--- src/rtl/tdm_demux_pkg.sv ---
// Shared types and sizing helpers for the TDM receive path.
package tdm_demux_pkg;

    typedef enum logic {
        HUNT   = 1'b0,
        LOCKED = 1'b1
    } state_t;

    localparam int unsigned DEF_NUM_CH = 8;

    function automatic int unsigned slot_w(input int unsigned n);
        return (n > 1) ? $clog2(n) : 1;
    endfunction

endpackage

--- src/rtl/tdm_slot_counter.sv ---
// Slot index within a frame: load-to-1 on frame start, increment, explicit wrap on last slot.
module tdm_slot_counter
    import tdm_demux_pkg::*;
#(
    parameter int unsigned NUM_CH = DEF_NUM_CH,
    parameter int unsigned SW     = slot_w(NUM_CH)
) (
    input  logic          clk,
    input  logic          rst,
    input  logic          load1,
    input  logic          inc,
    input  logic          clear,
    output logic [SW-1:0] slot,
    output logic          last_slot
);

    localparam logic [SW-1:0] LAST = SW'(NUM_CH - 1);

    assign last_slot = (slot == LAST);

    always_ff @(posedge clk or posedge rst) begin
        if (rst) begin
            slot <= '0;
        end else if (clear) begin
            slot <= '0;
        end else if (load1) begin
            slot <= SW'(1);
        end else if (inc) begin
            slot <= last_slot ? '0 : slot + SW'(1);
        end
    end

endmodule

--- src/rtl/tdm_demux.sv ---
// Frame-locked TDM demultiplexer: gathers NUM_CH slot samples and publishes
// each complete frame atomically on ch_out.
module tdm_demux
    import tdm_demux_pkg::*;
#(
    parameter int unsigned NUM_CH = DEF_NUM_CH,
    parameter int unsigned W      = 1
) (
    input  logic                clk,
    input  logic                rst,
    input  logic                en,
    input  logic                sync,
    input  logic [W-1:0]        din,
    output logic [NUM_CH*W-1:0] ch_out,
    output logic                frame_valid,
    output logic                sync_err,
    output logic                locked
);

    localparam int unsigned SW = slot_w(NUM_CH);

    state_t                    state, next_state;
    logic [SW-1:0]             slot;
    logic                      last_slot;
    // The last slot goes straight from din into ch_out, so it has no shadow entry.
    logic [NUM_CH-2:0][W-1:0]  shadow;
    logic [NUM_CH-1:0][W-1:0]  frame;
    logic                      load1, inc, clear, publish, err;

    tdm_slot_counter #(
        .NUM_CH (NUM_CH),
        .SW     (SW)
    ) u_slot (
        .clk       (clk),
        .rst       (rst),
        .load1     (load1),
        .inc       (inc),
        .clear     (clear),
        .slot      (slot),
        .last_slot (last_slot)
    );

    always_ff @(posedge clk or posedge rst) begin
        if (rst) state <= HUNT;
        else     state <= next_state;
    end

    always_comb begin
        next_state = state;
        if (en) begin
            case (state)
                HUNT:    if (sync) next_state = LOCKED;
                LOCKED:  if (!sync && slot == '0) next_state = HUNT;
                default: next_state = HUNT;
            endcase
        end
    end

    always_comb begin
        load1   = 1'b0;
        inc     = 1'b0;
        clear   = 1'b0;
        publish = 1'b0;
        err     = 1'b0;
        frame   = {din, shadow};
        if (en) begin
            case (state)
                HUNT: load1 = sync;
                LOCKED: begin
                    if (sync) begin
                        load1 = 1'b1;
                        err   = (slot != '0);
                    end else if (slot == '0) begin
                        clear = 1'b1;
                        err   = 1'b1;
                    end else begin
                        inc     = 1'b1;
                        publish = last_slot;
                    end
                end
                default: ;
            endcase
        end
    end

    always_ff @(posedge clk or posedge rst) begin
        if (rst) begin
            shadow      <= '0;
            ch_out      <= '0;
            frame_valid <= 1'b0;
            sync_err    <= 1'b0;
        end else begin
            frame_valid <= publish;
            sync_err    <= err;
            if (load1)
                shadow[0] <= din;
            else if (inc && !last_slot)
                shadow[slot] <= din;
            if (publish)
                ch_out <= frame;
        end
    end

    assign locked = (state == LOCKED);

endmodule
--- config.mk ---
export PLATFORM = sky130hd
export DESIGN_NAME = tdm_demux
export DESIGN_NICKNAME = d
export VERILOG_FILES = /design/src/rtl/tdm_demux_pkg.sv /design/src/rtl/tdm_slot_counter.sv /design/src/rtl/tdm_demux.sv
export SDC_FILE = /design/constraint.sdc
export NUM_CORES = 1
export LEC_CHECK = 0
export CORE_ASPECT_RATIO = 0.8
export CORE_MARGIN = 2
export CORE_UTILIZATION = 31
export CTS_BUF_LIST = sky130_fd_sc_hd__clkbuf_8
export DETAILED_ROUTE_END_ITERATION = 7
export GPL_ROUTABILITY_DRIVEN = 0
export PLACE_DENSITY_LB_ADDON = 0.05
export SETUP_SLACK_MARGIN = 0.05
export SLEW_MARGIN = 20
export SYNTH_ARGS = -nofsm -noshare
export SYNTH_HDL_FRONTEND = slang
export SYNTH_SLANG_ARGS = --single-unit
--- constraint.sdc ---
create_clock -name clk -period 2.5 [get_ports clk]
set_input_delay 0.5 -clock clk [delete_from_list [all_inputs] [get_ports clk]]
set_output_delay 0.5 -clock clk [all_outputs]
set_load 0.01 [all_outputs]
; ---- After elaboration in Yosys (flattened, before gate mapping)
; Cells that the tools add are included.
[classes]
n_addsub = 1
n_bitwise = 2
n_reduce_logical = 10
order_cmp = 2
n_eq_ne = 1
n_mux = 29
[ops]
columns = operator, n
row1 = $mux W1, 21
row2 = $mux W3, 4
row3 = $bwmux W7, 1
row4 = $reduce_bool A3 Y1, 2
row5 = $lt A3 B4 Y1 const B, 1
row6 = $pmux W1 S2, 2
row7 = $add A3 B1 Y3 const B, 1
row8 = $demux W1 S3, 1
row9 = $eq A3 B3 Y1 const B, 1
row10 = $ge A3 B1 Y1 const B, 1
row11 = $logic_and A1 B1 Y1, 3
row12 = $logic_not A3 Y1, 1
row13 = $logic_not A1 Y1, 2
row14 = $not A1 Y1, 2
row15 = $reduce_and A2 Y1, 1
row16 = $reduce_bool A2 Y1, 1
[word_totals]
wordCells = 57
in_bits = 5
output_inout_bits = 11
regBits = 21

; ---- Logic depth before layout (Yosys ltp)
[depth]
depth_word = 8
mapped_depth = 8
mapped_depth_nobuf = 8

; ---- Cells and area by module
; A second synthesis with hierarchy kept.
[hier_totals]
cells_unflattened = 75
area_unflattened_um2 = 983.4
[by_module_without_submodules]
columns = module, area_each_um2, cells_per_inst, seq_area_each_um2, instances
row1 = tdm_demux, 824.5, 61, 450.4, 1
row2 = tdm_slot_counter, 158.9, 14, 75.1, 1

; ---- Worst setup path before layout
; Ideal clock, no wire load.
[synth_path]
path_kind = register to register
start = register u_slot.slot[0]
end = register shadow, in the netlist frame[0]
n_path_buf = 0
setup_ps = 125
period_less_slack_ps = 1981
stages_incl_launch_ff = 8
arrival_time_ps = 1857
required_time_ps = 2375
slack_ps = 519
path_cell_list = dfrtp_1 > inv_1 > ha_1 > or2b_2 > ha_1 > nor4b_2 > a32oi_1 > mux2_2
[synth_via]
elab_chain_len = 7
elab_cells_between_ends = 17
classes_between = order compare (2) / eq/ne (1) / mux (9) / reduce/logical (5)
[synth_lines]
columns = element, line_no
row1 = from (decl), tdm_slot_counter.sv:13  ; output logic [SW-1:0] slot,
row2 = from (signal assigned), tdm_slot_counter.sv:29  ; slot <= last_slot ? '0 : slot + SW'(1);
row3 = $lt A3 B4 Y1 (implied by the code) (tied with other cells), tdm_demux.sv:98  ; shadow[slot] <= din;
row4 = $logic_and A1 B1 Y1 (implied by the code) or $mux W1 (tied branches), "tdm_demux.sv:98, tdm_demux.sv:73"
row5 = "$mux W1, on equally long branches", "tdm_demux.sv:98, tdm_demux.sv:70"
row6 = $demux W1 S3 or $mux W1 (tied branches), "tdm_demux.sv:98, tdm_demux.sv:67"
row7 = $bwmux W7 or $mux W1 (tied branches), "tdm_demux.sv:98, tdm_demux.sv:66"
row8 = $mux W1 or $logic_and A1 B1 Y1 (tied branches), tdm_demux.sv:97  ; else if (inc && !last_slot)
row9 = $mux W1 or $reduce_bool A2 Y1 (tied branches), -
row10 = "to (signal, indexed assignment)", tdm_demux.sv:98
row11 = to (decl), tdm_demux.sv:26  ; logic [NUM_CH-2:0][W-1:0] shadow;
; Parallel ways exist; a longest one is shown, timed or not. The select of a mux whose other input is x is not followed.
; A chain may end at the register's enable or synchronous reset.

; ---- Worst setup path after layout
; Same ends and word-level chain as after synthesis.

==> results by group <==
Global routing
  • Largest net degree at the start of global routing: 22
  • Total global routing track utilization: between 10% and 20%
  • Initial antenna violation count: 0
  • Vias in the first global route: ~600
  • Gr ovfl total: 0
  • First-pass GRT wire length: ~3000 microns

Status
  • Status: finished clean

Worst setup path
  • Largest delay share family, worst path: simple AND/OR/NAND/NOR gates
  • CP most frequent cell: ha_1
  • CP Data Required Time: 2.64 ns
  • CP cell instances: inv_1 -> ha_1 -> or2b_2 -> ha_1 -> nor4b_2 -> a32oi_1 -> mux2_2
  • Worst path slowest cell: dfrtp_1
  • Max stage delay on crit path: 0.43 ns
  • Setup CP Type: reg2reg
  • CP startpoint kind: flip-flop
  • Critical Path Sink Type: flip-flop
  • R2r setup slk: 0.38 ns
  • Worst-path fanout max: 6
  • Worst Path Arrival: approximately 2.3 ns
  • CP bufs+invs: 1

Yosys
  • Synthesized area per cell: 13.0 sq um
  • Mapped Nets: 89
  • Synth Instances: between 70 and 80
  • Seq/Total Area, Yosys: between 50% and 60%
  • Cell area after synthesis: 1020 sq um
  • Distinct cells, synth: 25
  • YS warnings: 0
  • Seq cells post-synth: 21

Clock tree
  • TritonCTS Buffers: 3
  • Clk slew on worst S/H paths: about 0.07 ns
  • CTS resizes: 0
  • Root Buffer Master: clkbuf_8
  • Clk buf depth: 2
  • Clk sinks: 21
  • TritonCTS clock tree: built
  • Worst-skew pair later-pin latency: about 0.25 ns
  • Post-CTS Setup Inserts: 0
  • Post-CTS Hold Fix Bufs: 0
  • Htree depth: 1

Power and ir drop
  • Total power per unit cell area: 659 nW/um^2
  • Maximum vdd drop: 0.000294 V
  • Sw frac: between 20 and 30%
  • Leak pwr: a little over 0.0006 uW
  • Internal: approximately 590 uW
  • Gate power share: 24.7%
  • Clock power frac: 25.0%
  • Part of the power in registers: approximately half
  • Psw: around 240 uW

Final layout
  • Register area: roughly 530 sq um
  • Commonest non-fill, non-tap cell in the layout: dfrtp_1
  • Post-Layout Cell Count: 138
  • Layout cells sized above 1: approximately 28%
  • Area Growth Syn to Fin: 23.8%
  • Filler instances: 305
  • Footprint of the multi-input gates: between 400 and 500 sq um
  • Most frequent cells in the layout: dfrtp_1, mux2_2, clkdlybuf4s50_1
  • Antenna cells: 0
  • Layout Nets: 109

Timing
  • Rel. slew slack: roughly three quarters
  • Final Setup Violations: 0
  • Period utilization: between 80 and 90%
  • Slew @ Worst Pin: approximately 0.38 ns
  • Fin. max-slew vios: 0
  • Setup Total Neg Slack: 0 ns
  • Max Freq: 473 MHz
  • Final Hold Viols: 0
  • Fin Hold WS: between 0.5 and 0.6 ns
  • Crit path time final: 2.12 ns
  • RSZ-0062 raised after global routing: no
  • Skew final: between 0.003 and 0.004 ns

Route
  • DRT Wirelength: between 1500 and 2000 microns
  • Initial DRC Count: 20
  • Post-route DRC: 0
  • DRT Pass-1 Iters: 4
  • DR WL/cell: approximately 13 microns
  • Routed vias: 637
  • Routed Antenna Nets: 0
  • Vias per cell: approximately 4.6

Die
  • Ports: 16
  • Die W: ~70 microns
  • Full die area: between 3000 and 4000 sq um
  • Initial Utilization: 32.7%
  • Die height: ~55 microns
  • Row cnt: 18
  • Core area: between 3000 and 4000 sq um

Placed design
  • # placed instances: approximately 130
  • PortBufs: 15

Run
  • Max cap viols: 0

Hold path
  • HP Class: reg2reg
[sequential cells by signal (all words and copies together), names as in the netlist]
register,cells
u_slot.slot,3
frame_valid,1
locked,1
sync_err,1
frame,7
ch_out,8
[metrics by stage]
step | instance area, sq um | util [%] | worst slack (ns) | total power [uW]
floorplan | 1020 | - | 0.519 | 561
global placement | 1220 | 39.1 | 0.383 | 635
detailed placement | 1220 | 39.1 | 0.360 | 635
CTS | 1270 | 40.5 | 0.383 | 852
global route | 1270 | 40.5 | 0.267 | 897
finish | 1270 | 40.5 | 0.384 | 836
[power by group through the flow]
stage               Combinational, uW  Clock (uW)  Sequential, uW
floorplan                         141           0             420
global placement                  209           0             426
detailed placement                207           0             428
CTS                               209         222             421
global route                      234         236             428
finish                            206         209             421
[layer usage]
| metal | vias up | track usage [%] | share of wire (%) |
|---|---|---|---|
| li1 | 322 | - | - |
| met1 | 303 | 15.3 | 52 |
| met2 | 10 | 14.4 | 43 |
| met3 | 2 | 4.28 | 3.5 |
| met4 | 0 | 3.43 | 0.99 |
| met5 | - | 0 | 0 |
[logic make-up (layout without fill, tap and decap cells)]
kind of cell | Yosys count | after routing | share of synthesized area [%]
muxes | 15 | 15 | 16.5
DFF | 21 | 21 | 51.3
buffers and inverters | 8 | 27 | 3.78
and+or+nand+nor | 20 | 20 | 15.5
adders and majority gates | 5 | 5 | 6.11
AOI/OAI and AO/OA | 10 | 10 | 6.84
[final cells by class]
cell class	count	area share [%]
Timing Repair Buffer	17	13.0
Sequential cell	21	41.4
Multi-Input combinational cell	50	36.3
Clock buffer	3	3.25
Clock inverter	1	0.296
Tap cell	40	3.94
Inverter	6	1.78
[path summary, 6_finish.rpt]
| path | start | to | depth (start not counted) |
|---|---|---|---|
| worst max-delay path | u_slot.slot[0] | frame[0] | 7 |
| worst min-delay path | ch_out[1] | ch_out[1] | 1 |
| worst max register to register | u_slot.slot[0] | frame[0] | 7 |
| worst min register to register | ch_out[1] | ch_out[1] | 1 |
| max in group asynchronous | rst | frame[0] | 3 |
| min in group asynchronous | rst | ch_out[3] | 3 |
[cells in the mapped netlist]
master,number,share of area [%]
dfrtp_1,21,51
mux2_2,15,16
inv_1,6,2.2
nand2_1,6,2.2
ha_1,5,6.1
a21oi_1,3,1.5
and4bb_2,3,3.7
a22o_1,2,1.7
and3_1,2,1.2
a32oi_1,1,0.85
and2_1,1,0.61
and2b_2,1,0.85
and4b_1,1,0.98
buf_2,1,0.49
buf_6,1,1.1
nand4_1,1,0.61
nand4_4,1,2.1
nor2_1,1,0.37
nor2b_1,1,0.61
nor4b_2,1,1.5
o211ai_1,1,0.73
o21a_1,1,0.73
o21ai_0,1,0.49
o2bb2ai_1,1,0.85
or2b_2,1,0.85
Note: power is estimated with default switching activity, not from simulation.
